### config.mk
export PLATFORM = sky130hd
export DESIGN_NAME = digit_field_writer_flat
export DESIGN_NICKNAME = d
export VERILOG_FILES = /design/src/rtl/digit_field_pkg.sv /design/src/rtl/digit_field_writer_if.sv /design/src/rtl/bin2bcd_n.sv /design/src/rtl/digit_field_writer.sv /design/src/flat_wrapper.sv
export SDC_FILE = /design/constraint.sdc
export NUM_CORES = 1
export LEC_CHECK = 0
export BUFFER_PORTS_ARGS = -buffer_cell sky130_fd_sc_hd__buf_2
export CORE_MARGIN = 1.5
export CORE_UTILIZATION = 45
export CTS_BUF_LIST = sky130_fd_sc_hd__clkbuf_4 sky130_fd_sc_hd__clkbuf_8 sky130_fd_sc_hd__clkbuf_16
export DETAILED_ROUTE_END_ITERATION = 7
export GPL_TIMING_DRIVEN = 0
export PLACE_DENSITY = 0.73
export SYNTH_ARGS = -nofsm -noshare
export SYNTH_HDL_FRONTEND = slang
export SYNTH_HIERARCHICAL = 1
export SYNTH_SLANG_ARGS = --single-unit
### constraint.sdc
create_clock -name clk -period 2.1 [get_ports clk]
set_input_delay 0.21 -clock clk [delete_from_list [all_inputs] [get_ports clk]]
set_output_delay 0.21 -clock clk [all_outputs]
set_load 0.03 [all_outputs]
### src/rtl/digit_field_pkg.sv
// -----------------------------------------------------------------------------
// digit_field_pkg
// Shared definitions for the digit field writer: controller state encoding,
// special glyph codes and the glyph-code selection helper.
// -----------------------------------------------------------------------------
package digit_field_pkg;

  typedef enum logic [2:0] {
    IDLE    = 3'd0,
    LOAD    = 3'd1,
    CONVERT = 3'd2,
    RD_ADDR = 3'd3,
    RD_DATA = 3'd4,
    WRITE   = 3'd5,
    DONE    = 3'd6
  } state_e;

  // Font offsets beyond the ten decimal digits.
  localparam logic [3:0] GLYPH_BLANK = 4'd10;
  localparam logic [3:0] GLYPH_DASH  = 4'd11;

  // Overflow wins over blanking: an out-of-range value shows dashes everywhere.
  function automatic logic [3:0] glyph_code(input logic [3:0] digit,
                                            input logic       ovf,
                                            input logic       blank);
    if (ovf)        return GLYPH_DASH;
    else if (blank) return GLYPH_BLANK;
    else            return digit;
  endfunction

endpackage

### src/rtl/digit_field_writer_if.sv
// -----------------------------------------------------------------------------
// digit_field_writer_if
// Bundles the update request and the LCD/font memory bus of the digit field
// writer.
//   request/data_in/addr_in/blank_lz : update request from the client
//   mem_in                           : font memory read data (1-cycle latency)
//   mem_out/mem_addr/mem_wren        : shared read/write memory port
//   busy/done                        : status; done is a one-cycle pulse
//   state                            : controller state, for observation only
//
// Handshake: there is no ready signal. request is sampled only while busy is
// low; a high request in any other cycle is dropped, never queued. The
// update's inputs are captured one cycle after acceptance and may change
// freely afterwards. done pulses for exactly one cycle when the last glyph has
// been written; busy drops in the cycle after done.
// -----------------------------------------------------------------------------
interface digit_field_writer_if #(
  parameter int DATA_W  = 8,
  parameter int ADDR_W  = 8,
  parameter int GLYPH_W = 48
) ();
  import digit_field_pkg::*;

  logic               request;
  logic [DATA_W-1:0]  data_in;
  logic [ADDR_W-1:0]  addr_in;
  logic               blank_lz;
  logic [GLYPH_W-1:0] mem_in;
  logic [GLYPH_W-1:0] mem_out;
  logic [ADDR_W-1:0]  mem_addr;
  logic               mem_wren;
  logic               busy;
  logic               done;
  state_e             state;

  // The writer block itself.
  modport slave (
    input  request, data_in, addr_in, blank_lz, mem_in,
    output mem_out, mem_addr, mem_wren, busy, done, state
  );

  // The client plus memory side.
  modport master (
    output request, data_in, addr_in, blank_lz, mem_in,
    input  mem_out, mem_addr, mem_wren, busy, done, state
  );
endinterface

### src/rtl/bin2bcd_n.sv
// -----------------------------------------------------------------------------
// bin2bcd_n
// Serial double-dabble converter: one input bit per clock, DATA_W clocks.
// Ports:
//   clk, nrst   : clock, synchronous active-low reset
//   start_i     : load value_i and clear the BCD accumulator
//   value_i     : unsigned binary value
//   done_o      : high during the cycle whose clock edge performs the final
//                 shift; bcd_o is final from the next cycle on
//   bcd_o       : DIGITS packed BCD digits, LSD in bits [3:0]
//   lost_o      : sticky, set if a carry ever left the top digit (the value
//                 needs more than DIGITS digits)
// -----------------------------------------------------------------------------
module bin2bcd_n #(
  parameter int DATA_W = 8,
  parameter int DIGITS = 4
) (
  input  logic                clk,
  input  logic                nrst,
  input  logic                start_i,
  input  logic [DATA_W-1:0]   value_i,
  output logic                done_o,
  output logic [4*DIGITS-1:0] bcd_o,
  output logic                lost_o
);
  localparam int BCD_W = 4 * DIGITS;
  localparam int CNT_W = $clog2(DATA_W + 1);

  logic [DATA_W-1:0] bin_q;
  logic [BCD_W-1:0]  bcd_q;
  logic [BCD_W-1:0]  adj_d;
  logic [CNT_W-1:0]  cnt_q;
  logic              run_q;
  logic              lost_q;

  // Add 3 to every digit of 5 or more so the following shift carries
  // correctly into the next decade.
  always_comb begin
    adj_d = bcd_q;
    for (int i = 0; i < DIGITS; i++) begin
      if (bcd_q[4*i +: 4] >= 4'd5) adj_d[4*i +: 4] = bcd_q[4*i +: 4] + 4'd3;
    end
  end

  always_ff @(posedge clk) begin
    if (!nrst) begin
      bin_q  <= '0;
      bcd_q  <= '0;
      cnt_q  <= '0;
      run_q  <= 1'b0;
      lost_q <= 1'b0;
    end else if (start_i) begin
      bin_q  <= value_i;
      bcd_q  <= '0;
      cnt_q  <= CNT_W'(DATA_W);
      run_q  <= 1'b1;
      lost_q <= 1'b0;
    end else if (run_q) begin
      bcd_q  <= {adj_d[BCD_W-2:0], bin_q[DATA_W-1]};
      bin_q  <= bin_q << 1;
      lost_q <= lost_q | adj_d[BCD_W-1];
      cnt_q  <= cnt_q - CNT_W'(1);
      if (cnt_q == CNT_W'(1)) run_q <= 1'b0;
    end
  end

  assign done_o = run_q && (cnt_q == CNT_W'(1));
  assign bcd_o  = bcd_q;
  assign lost_o = lost_q;

endmodule

### src/rtl/digit_field_writer.sv
// -----------------------------------------------------------------------------
// digit_field_writer
// Renders an unsigned binary value as NUM_DIGITS decimal glyphs into LCD
// memory, MSD first. For each digit the glyph bitmap is read from the font
// table at FONT_BASE+code and written to addr_in+index.
// Ports:
//   clk, nrst : clock, synchronous active-low reset
//   bus       : digit_field_writer_if slave (request, data_in, addr_in,
//               blank_lz, mem_in in; mem_out, mem_addr, mem_wren, busy,
//               done, state out)
// Update latency is fixed: request accepted at edge t0, done high in cycle
// t0+2+DATA_W+3*NUM_DIGITS, independent of value, blanking or overflow.
// -----------------------------------------------------------------------------
module digit_field_writer
  import digit_field_pkg::*;
#(
  parameter int DATA_W     = 8,
  parameter int NUM_DIGITS = 3,
  parameter int GLYPH_W    = 48,
  parameter int ADDR_W     = 8,
  parameter int FONT_BASE  = 84
) (
  input  logic               clk,
  input  logic               nrst,
  digit_field_writer_if.slave bus
);
  localparam int IDX_W = (NUM_DIGITS > 1) ? $clog2(NUM_DIGITS) : 1;
  // One spare digit so an out-of-range value shows up as a non-zero top digit.
  localparam int BCD_W = 4 * (NUM_DIGITS + 1);

  state_e             state_q;
  logic [IDX_W-1:0]   idx_q;
  logic [ADDR_W-1:0]  addr_q;
  logic               blank_q;
  logic [GLYPH_W-1:0] glyph_q;

  logic               conv_start;
  logic               conv_done;
  logic               conv_lost;
  logic [BCD_W-1:0]   bcd;
  logic               ovf;
  logic [3:0]         codes [NUM_DIGITS];
  logic [ADDR_W-1:0]  font_addr;

  // The converter captures data_in on the LOAD edge; that register is the
  // value store for the whole update.
  assign conv_start = (state_q == LOAD);

  bin2bcd_n #(
    .DATA_W (DATA_W),
    .DIGITS (NUM_DIGITS + 1)
  ) u_bin2bcd (
    .clk     (clk),
    .nrst    (nrst),
    .start_i (conv_start),
    .value_i (bus.data_in),
    .done_o  (conv_done),
    .bcd_o   (bcd),
    .lost_o  (conv_lost)
  );

  assign ovf = conv_lost || (bcd[BCD_W-1 -: 4] != 4'd0);

  // Glyph code per digit, codes[0] = MSD. A zero is blanked while every digit
  // before it is also zero; the LSD always shows its value.
  always_comb begin
    logic       zero_run;
    logic [3:0] d;
    zero_run = 1'b1;
    d        = 4'd0;
    for (int i = 0; i < NUM_DIGITS; i++) begin
      d        = bcd[4*(NUM_DIGITS-1-i) +: 4];
      codes[i] = glyph_code(d, ovf,
                            blank_q && zero_run && (d == 4'd0) && (i != NUM_DIGITS-1));
      if (d != 4'd0) zero_run = 1'b0;
    end
  end

  assign font_addr = ADDR_W'(FONT_BASE) + ADDR_W'(codes[idx_q]);

  always_ff @(posedge clk) begin
    if (!nrst) begin
      state_q <= IDLE;
      idx_q   <= '0;
      addr_q  <= '0;
      blank_q <= 1'b0;
      glyph_q <= '0;
    end else begin
      case (state_q)
        IDLE: begin
          if (bus.request) state_q <= LOAD;
        end
        LOAD: begin
          addr_q  <= bus.addr_in;
          blank_q <= bus.blank_lz;
          state_q <= CONVERT;
        end
        CONVERT: begin
          if (conv_done) begin
            idx_q   <= '0;
            state_q <= RD_ADDR;
          end
        end
        RD_ADDR: begin
          state_q <= RD_DATA;
        end
        RD_DATA: begin
          glyph_q <= bus.mem_in;
          state_q <= WRITE;
        end
        WRITE: begin
          if (idx_q == IDX_W'(NUM_DIGITS - 1)) begin
            state_q <= DONE;
          end else begin
            idx_q   <= idx_q + IDX_W'(1);
            state_q <= RD_ADDR;
          end
        end
        DONE: begin
          state_q <= IDLE;
        end
        default: state_q <= IDLE;
      endcase
    end
  end

  // Outputs decode registered state only, so they carry no path from inputs
  // and are all zero in IDLE, including the cycle after a reset edge.
  always_comb begin
    bus.mem_addr = '0;
    bus.mem_wren = 1'b0;
    bus.mem_out  = '0;
    case (state_q)
      RD_ADDR: bus.mem_addr = font_addr;
      WRITE: begin
        bus.mem_addr = addr_q + ADDR_W'(idx_q);
        bus.mem_wren = 1'b1;
        bus.mem_out  = glyph_q;
      end
      default: ;
    endcase
  end

  assign bus.busy  = (state_q != IDLE);
  assign bus.done  = (state_q == DONE);
  assign bus.state = state_q;

endmodule
### src/flat_wrapper.sv
// flat-port wrapper written by rule: the top's interface ports become plain ports
module digit_field_writer_flat import digit_field_pkg::*;
#(
  parameter int DATA_W     = 8,
  parameter int NUM_DIGITS = 3,
  parameter int GLYPH_W    = 48,
  parameter int ADDR_W     = 8,
  parameter int FONT_BASE  = 84
)
  (clk, nrst, bus_request, bus_data_in, bus_addr_in, bus_blank_lz, bus_mem_in, bus_mem_out, bus_mem_addr, bus_mem_wren, bus_busy, bus_done, bus_state);
  digit_field_writer_if #(.DATA_W(DATA_W), .ADDR_W(ADDR_W), .GLYPH_W(GLYPH_W)) bus_i ();
  input  logic clk;
  input  logic nrst;
  input wire logic [$bits(bus_i.request)-1:0] bus_request;
  input wire logic [$bits(bus_i.data_in)-1:0] bus_data_in;
  input wire logic [$bits(bus_i.addr_in)-1:0] bus_addr_in;
  input wire logic [$bits(bus_i.blank_lz)-1:0] bus_blank_lz;
  input wire logic [$bits(bus_i.mem_in)-1:0] bus_mem_in;
  output wire logic [$bits(bus_i.mem_out)-1:0] bus_mem_out;
  output wire logic [$bits(bus_i.mem_addr)-1:0] bus_mem_addr;
  output wire logic [$bits(bus_i.mem_wren)-1:0] bus_mem_wren;
  output wire logic [$bits(bus_i.busy)-1:0] bus_busy;
  output wire logic [$bits(bus_i.done)-1:0] bus_done;
  output wire logic [$bits(bus_i.state)-1:0] bus_state;
  assign bus_i.request = bus_request;
  assign bus_i.data_in = bus_data_in;
  assign bus_i.addr_in = bus_addr_in;
  assign bus_i.blank_lz = bus_blank_lz;
  assign bus_i.mem_in = bus_mem_in;
  assign bus_mem_out = bus_i.mem_out;
  assign bus_mem_addr = bus_i.mem_addr;
  assign bus_mem_wren = bus_i.mem_wren;
  assign bus_busy = bus_i.busy;
  assign bus_done = bus_i.done;
  assign bus_state = bus_i.state;
  digit_field_writer #(.DATA_W(DATA_W), .NUM_DIGITS(NUM_DIGITS), .GLYPH_W(GLYPH_W), .ADDR_W(ADDR_W), .FONT_BASE(FONT_BASE)) u_core (.clk(clk), .nrst(nrst), .bus(bus_i));
endmodule
Word-level counts from Yosys, hierarchy flattened
Index checks and enable logic that the tools add are counted.
{"block": "totals", "regBits": 92, "inputBits": 68}
{"block": "classes", "n_addsub": 8, "order_cmp": 5, "n_eq_ne": 11, "n_mux": 30, "bitwise": 3, "n_reduce_logical": 16}
{"operator": "4-bit two-way mux", "count": 13}
{"operator": "48-bit two-way mux", "count": 1}
{"operator": "3-bit case mux with 6 select lines", "count": 1}
{"operator": "4-bit by 2-bit adder with 4-bit output (second input constant)", "count": 4}
{"operator": "4-bit by 3-bit >= comparator with 1-bit output (second input constant)", "count": 4}
{"operator": "8-bit two-way mux", "count": 2}
{"operator": "8-bit case mux with 2 select lines", "count": 1}
{"operator": "3-bit == test (second input constant)", "count": 3}
{"operator": "3-bit two-way mux", "count": 3}
{"operator": "7-bit by 4-bit adder with 8-bit output (first input constant)", "count": 1}
{"operator": "8-bit by 2-bit adder with 8-bit output", "count": 1}
{"operator": "4-bit binary-select mux with 2-bit select", "count": 1}
{"operator": "4-bit zero test", "count": 2}
{"operator": "4-bit nonzero test", "count": 2}
{"operator": "3-bit by 2-bit == test with 1-bit output (second input constant)", "count": 2}
{"operator": "1-bit two-way mux", "count": 5}
{"operator": "4-bit by 1-bit == test with 1-bit output (second input constant)", "count": 1}
{"operator": "1-bit logical AND", "count": 4}
{"operator": "2-bit two-way mux", "count": 2}
{"operator": "2-bit != test (second input constant)", "count": 2}
{"operator": "2-bit case mux with 2 select lines", "count": 1}
{"operator": "2-bit nonzero test", "count": 2}
{"operator": "4-bit by 1-bit subtractor with 4-bit output (second input constant)", "count": 1}
{"operator": "3-bit by 1-bit == test with 1-bit output (second input constant)", "count": 1}
{"operator": "13 further kinds", "count": 13}

Logic depth before layout (Yosys ltp)
{"block": "depth", "ltp_word": 11, "ltp_mapped": 9, "depth_no_buf": 8}

Cells and area by module
The synthesis kept the hierarchy.
{"module": "digit_field_writer", "instances": 1, "cells_per_inst": 390, "area_per_inst_um2": 3113.0, "seq_area_each_um2": 1241.2}
{"module": "bin2bcd_n", "instances": 1, "cells_per_inst": 201, "area_per_inst_um2": 1642.8, "seq_area_each_um2": 600.6}

Least setup slack after synthesis
No wires, ideal clock.
{"block": "synth_path", "path_type": "register -> output", "startpoint": "register u_core.u_bin2bcd.bcd_q[12], in the netlist u_core/u_bin2bcd/bcd_o[12]", "endpoint": "output bus_mem_addr[5]", "arrival_ns": 2.041, "setup_slack_ns": -0.151, "stages_incl_launch_ff": 9, "n_path_buf": 0, "cell_sequence": "dfxtp_1 or4_1 nor2_1 o21ai_0 o21a_1 ha_1 inv_1 nor2_1 or3_1"}
{"block": "synth_via", "elab_chain_cells": 8, "word_cells_on_any_way": 10}
{"item": "from (decl)", "line": "bin2bcd_n.sv:30", "source": "logic [BCD_W-1:0] bcd_q;"}
{"item": "from (signal assigned)", "line": "bin2bcd_n.sv:59", "source": "bcd_q <= {adj_d[BCD_W-2:0], bin_q[DATA_W-1]};"}
{"item": "4-bit nonzero test (*)", "line": "digit_field_writer.sv:62", "source": "assign ovf = conv_lost || (bcd[BCD_W-1 -: 4] != 4'd0);"}
{"item": "1-bit logical OR (*)", "line": "digit_field_writer.sv:62"}
{"item": "4-bit two-way mux", "line": "digit_field_pkg.sv:26", "source": "if (ovf) return GLYPH_DASH;"}
{"item": "4-bit binary-select mux with 2-bit select (*)", "line": "digit_field_writer.sv:79", "source": "assign font_addr = ADDR_W'(FONT_BASE) + ADDR_W'(codes[idx_q]);"}
{"item": "4-bit two-way mux (not written as such) (*) (2 in a row)", "line": "digit_field_writer.sv:79"}
{"item": "7-bit by 4-bit adder with 8-bit output (*)", "line": "digit_field_writer.sv:79"}
{"item": "8-bit case mux with 2 select lines (*)", "line": "digit_field_writer.sv:133", "source": "case (state_q)"}
{"item": "to (decl)", "line": "flat_wrapper.sv:20", "source": "output wire logic [$bits(bus_i.mem_addr)-1:0] bus_mem_addr;"}
Every way passes the cells marked *; elsewhere a longest branch is shown, timed or not. The select of a mux whose other input is x is not followed.

Worst setup path after layout
{"block": "layout_path", "startpoint": "register u_core.u_bin2bcd.bcd_q[15], in the netlist u_core/u_bin2bcd/bcd_o[15]", "endpoint": "output bus_mem_addr[5]"}
The elaborated chain is that of the path after synthesis.

==> reports/metrics.cfg <==
[synth]
netlist_instances = 591
synth_top_area_cell = dfxtp_1
synth_fp_nets = 674
synth-seq-area-share_pct = 38.73
postSynth.asyncResetShare_pct = 0
synth_seq_cells = 92
synth_edf_count = 0
ys_types = 51
synth-main-ff-cell = dfxtp_1
synth_top_area_share_pct = 38.73
synth.area.top_cells = dfxtp_1 (39%), nand2_1 (9.9%), and2_1 (7.8%)
syn-cell-area_um2 = 4756
synth_warnings = 6
syn_area_per_cell_um2 = 8.047

[timing]
finalSetupTns_ns = -1.637
fin_ws_ns = -0.4815
finalSetupViolCount = 7
holdWs_ns = 0.07622
final.setup_skew_ns = 0.008261
slew_viol_final = 0
rsz0062_at_grt = yes
hold_viol = 0
worst_pin_slew_ns = 0.5021
fin_crit_sh_pct = 122.9
finalWorstPathRequiredPeriod_ns = 2.581
fmax_ghz = 0.3874
maxSlewHeadroom_pct = 66.53

[clocking]
cts_root_buffer = clkbuf_8
cts_tree = done
cts_sinks = 92
numCtsBuffers = 9
clkTransAtPathRegs_ns = 0.11
cts_max_level = 3
worstSkewPairLatency_ns = 0.36
cts_max_path_buffers = 2

[drt]
drc_errors = 0
drt.antenna.violating_nets = 0
vias = 4623
wl_per_cell_um = 14.29
wl_met2_um = 6231
m1WireLength_um = 5482
firstDrtPassIters = 5
top_layer_used = met4
totalWireLength_um = 12700
viasPerCell = 5.200
dr.first_iter.drc_count = 154
dr_wl_met3_um = 683

[status]
violations = negative setup slack
status = finished, violations left

[die]
die-area_um2 = 11190
coreArea_um2 = 10280
start_util_pct = 46.27
fp-row-count = 37
die_w_um = 105.8
io_pins = 130
die_h_um = 105.8

[place]
gp_congestion = 0.9130
dpl.hpwl_um = 8900
post-place-cells = 856
pre_cts_ws_ns = -0.2533
dpl-instance-area_um2 = 5595
port_buffers = 129

[global_route]
grt_max_degree = 18
antenna_found_initial = 0
track_usage_pct = 22.66
overflow = 0
grt_pass1_vias = 4575
grt_pass1_wl_um = 20540

[final_layout]
fin_area_um2 = 6420
nets = 831
antenna_cells = 0
layoutNonFillerInstCount = 889
syn2layout_area_growth_pct = 34.99
drive_above_1_share_pct = 31.47

[worst_setup_path]
crit_family = simple AND/OR/NAND/NOR gates
crit_type = reg2out
cpPeakStageDelay_ns = 0.55
critPathLaunchType = register
critical_path_arrival_ns = 2.37
critPathBufInv = 2
path_max_fanout = 2
path_cells = or4_4, nor2_4, o21ai_1, o21a_1, ha_2, inv_2, nor2_1, or3_4, buf_6
cp_slowest_cell = or4_4
critPathRequiredTime_ns = 1.89
worstSetupEndpointType = output pin

[hold_path]
hp-class = in2reg

[run]
cap_violations = 0

[pwr]
p_leak_uw = 0.002560
power_density_nw_per_um2 = 562.8
ir_worst_vdd_mv = 0.3710

## layer usage
layer  vias to the layer above  global-route usage, %
met5                         -                      0
met4                         0                  10.14
met3                        25                  4.886
met2                       137                  39.24
met1                      2158                  26.79
li1                       2303                      -
## what timing repair did
item,4_1_cts,5_1_grt
buffers inserted,9,7
hold buffers,0,0
gates resized for setup,124,34
setup endpoints to repair,57,59
gates cloned,2,0
pin swaps,8,9
## cell usage in the layout (no fill, tap or decap), types with 3 or more instances in the layout
| cell | n |
|---|---|
| dfxtp_4 | 5 |
| mux2i_1 | 20 |
| ha_1 | 12 |
| clkbuf_1 | 12 |
| clkbuf_2 | 4 |
| buf_2 | 98 |
| o311ai_1 | 3 |
| buf_6 | 39 |
| o21ai_1 | 16 |
| dfxtp_1 | 85 |
| xnor2_1 | 3 |
| or4b_1 | 3 |
| inv_1 | 16 |
| buf_4 | 25 |
| and2_4 | 21 |
| nor2b_1 | 18 |
| a21boi_0 | 48 |
| nand3_1 | 9 |
| nor4_1 | 3 |
| a31oi_1 | 4 |
| nor3_1 | 9 |
| o21ai_0 | 14 |
| o22ai_1 | 5 |
| nand2b_1 | 5 |
| xor2_1 | 4 |
| nand2_1 | 126 |
| clkbuf_8 | 11 |
| a21oi_1 | 19 |
| o21ai_2 | 3 |
| nand4_1 | 7 |
| and2_1 | 38 |
| o22a_1 | 3 |
| nor2_1 | 12 |
| or3_1 | 5 |
## worst min-delay path: stages
cell,delay [ns]
buf_2,0.09
nand2_1,0.04
a21boi_0,0.06
## cell type report
| type | count | area (um2) |
|---|---|---|
| flip-flops and latches | 92 | 1863 |
| well taps | 136 | 170.2 |
| clock buffers | 9 | 123.9 |
| repair buffers | 147 | 1069 |
| plain buffers | 38 | 244.0 |
| clock inverters | 7 | 82.58 |
| inverters | 18 | 80.08 |
| multi-input cells | 442 | 2788 |
| fillers | 891 | 3857 |
## final timing paths
check,startpoint,end,slack [ns],cells past startpoint
setup reg to reg,u_core/bus.state[1]$_SDFFE_PN0P_,u_core/u_bin2bcd/bcd_o[9]$_SDFFE_PP0P_,0.12,9
hold reg to reg,u_core/glyph_q[41]$_SDFFE_PN0P_,u_core/glyph_q[41]$_SDFFE_PN0P_,0.46,2
setup / recovery,u_core/u_bin2bcd/bcd_o[15]$_SDFFE_PP0P_,bus_mem_addr[5],-0.48,9
hold / removal,bus_mem_in[23],u_core/glyph_q[23]$_SDFFE_PN0P_,0.08,3
## power breakdown
| part | switching (uW) | internal, uW | total (uW) |
|---|---|---|---|
| logic | 262 | 234 | 496 |
| clock network | 689 | 572 | 1260 |
| registers | 60.6 | 1800 | 1860 |
| total | 1010 | 2600 | 3610 |
## through the flow
stage                     utilization (%)  power [uW]
final                               62.47        3613
after global routing                62.47        3764
after CTS                           61.04        3613
after detailed placement            54.44        2354
after global placement              54.44        2338
after floorplan                         -        2193
## synth_stat cells (2+ instances only)
| cell type | n |
|---|---|
| buf_1 | 2 |
| and3_1 | 2 |
| buf_4 | 2 |
| nor3b_1 | 2 |
| a31oi_1 | 4 |
| dfxtp_1 | 92 |
| xor2_1 | 4 |
| nor4b_1 | 2 |
| nor2b_1 | 18 |
| nand3_1 | 10 |
| inv_1 | 17 |
| o311ai_1 | 3 |
| nor2_1 | 13 |
| o22a_1 | 3 |
| xnor2_1 | 3 |
| nor3_1 | 10 |
| nand4_1 | 7 |
| buf_2 | 15 |
| nand2b_1 | 5 |
| or4b_1 | 3 |
| a21boi_0 | 48 |
| clkbuf_1 | 18 |
| nor4_1 | 3 |
| o21ai_0 | 19 |
| a211oi_1 | 2 |
| o21a_1 | 2 |
| a21oi_1 | 20 |
| and2_1 | 59 |
| or3_1 | 6 |
| o22ai_1 | 5 |
| nand2_1 | 126 |
| o21ai_1 | 14 |
| ha_1 | 14 |
| buf_6 | 2 |
| mux2i_1 | 20 |
## sequential cells by signal (all words and copies together), names as in the netlist
register / flops
u_core/glyph_q: 48
u_core/u_bin2bcd/bcd_o: 16
u_core/addr_q: 8
u_core/u_bin2bcd/bin_q: 8
u_core/u_bin2bcd/cnt_q: 4
u_core/bus.state: 3
u_core/idx_q: 2
u_core/blank_q: 1
u_core/u_bin2bcd/lost_o: 1
u_core/u_bin2bcd/run_q: 1
## kinds of logic after synthesis
logic type,count (synthesis),synth area share [%]
muxes,21,4.446
adders and majority gates,15,4.104
AOI/OAI and AO/OA,126,17.13
xor gates and xnor gates,7,1.289
buffers and inverters,57,5.367
and+or+nand+nor,273,28.94
DFF,92,38.73
Power figures use the tool's default switching activity.
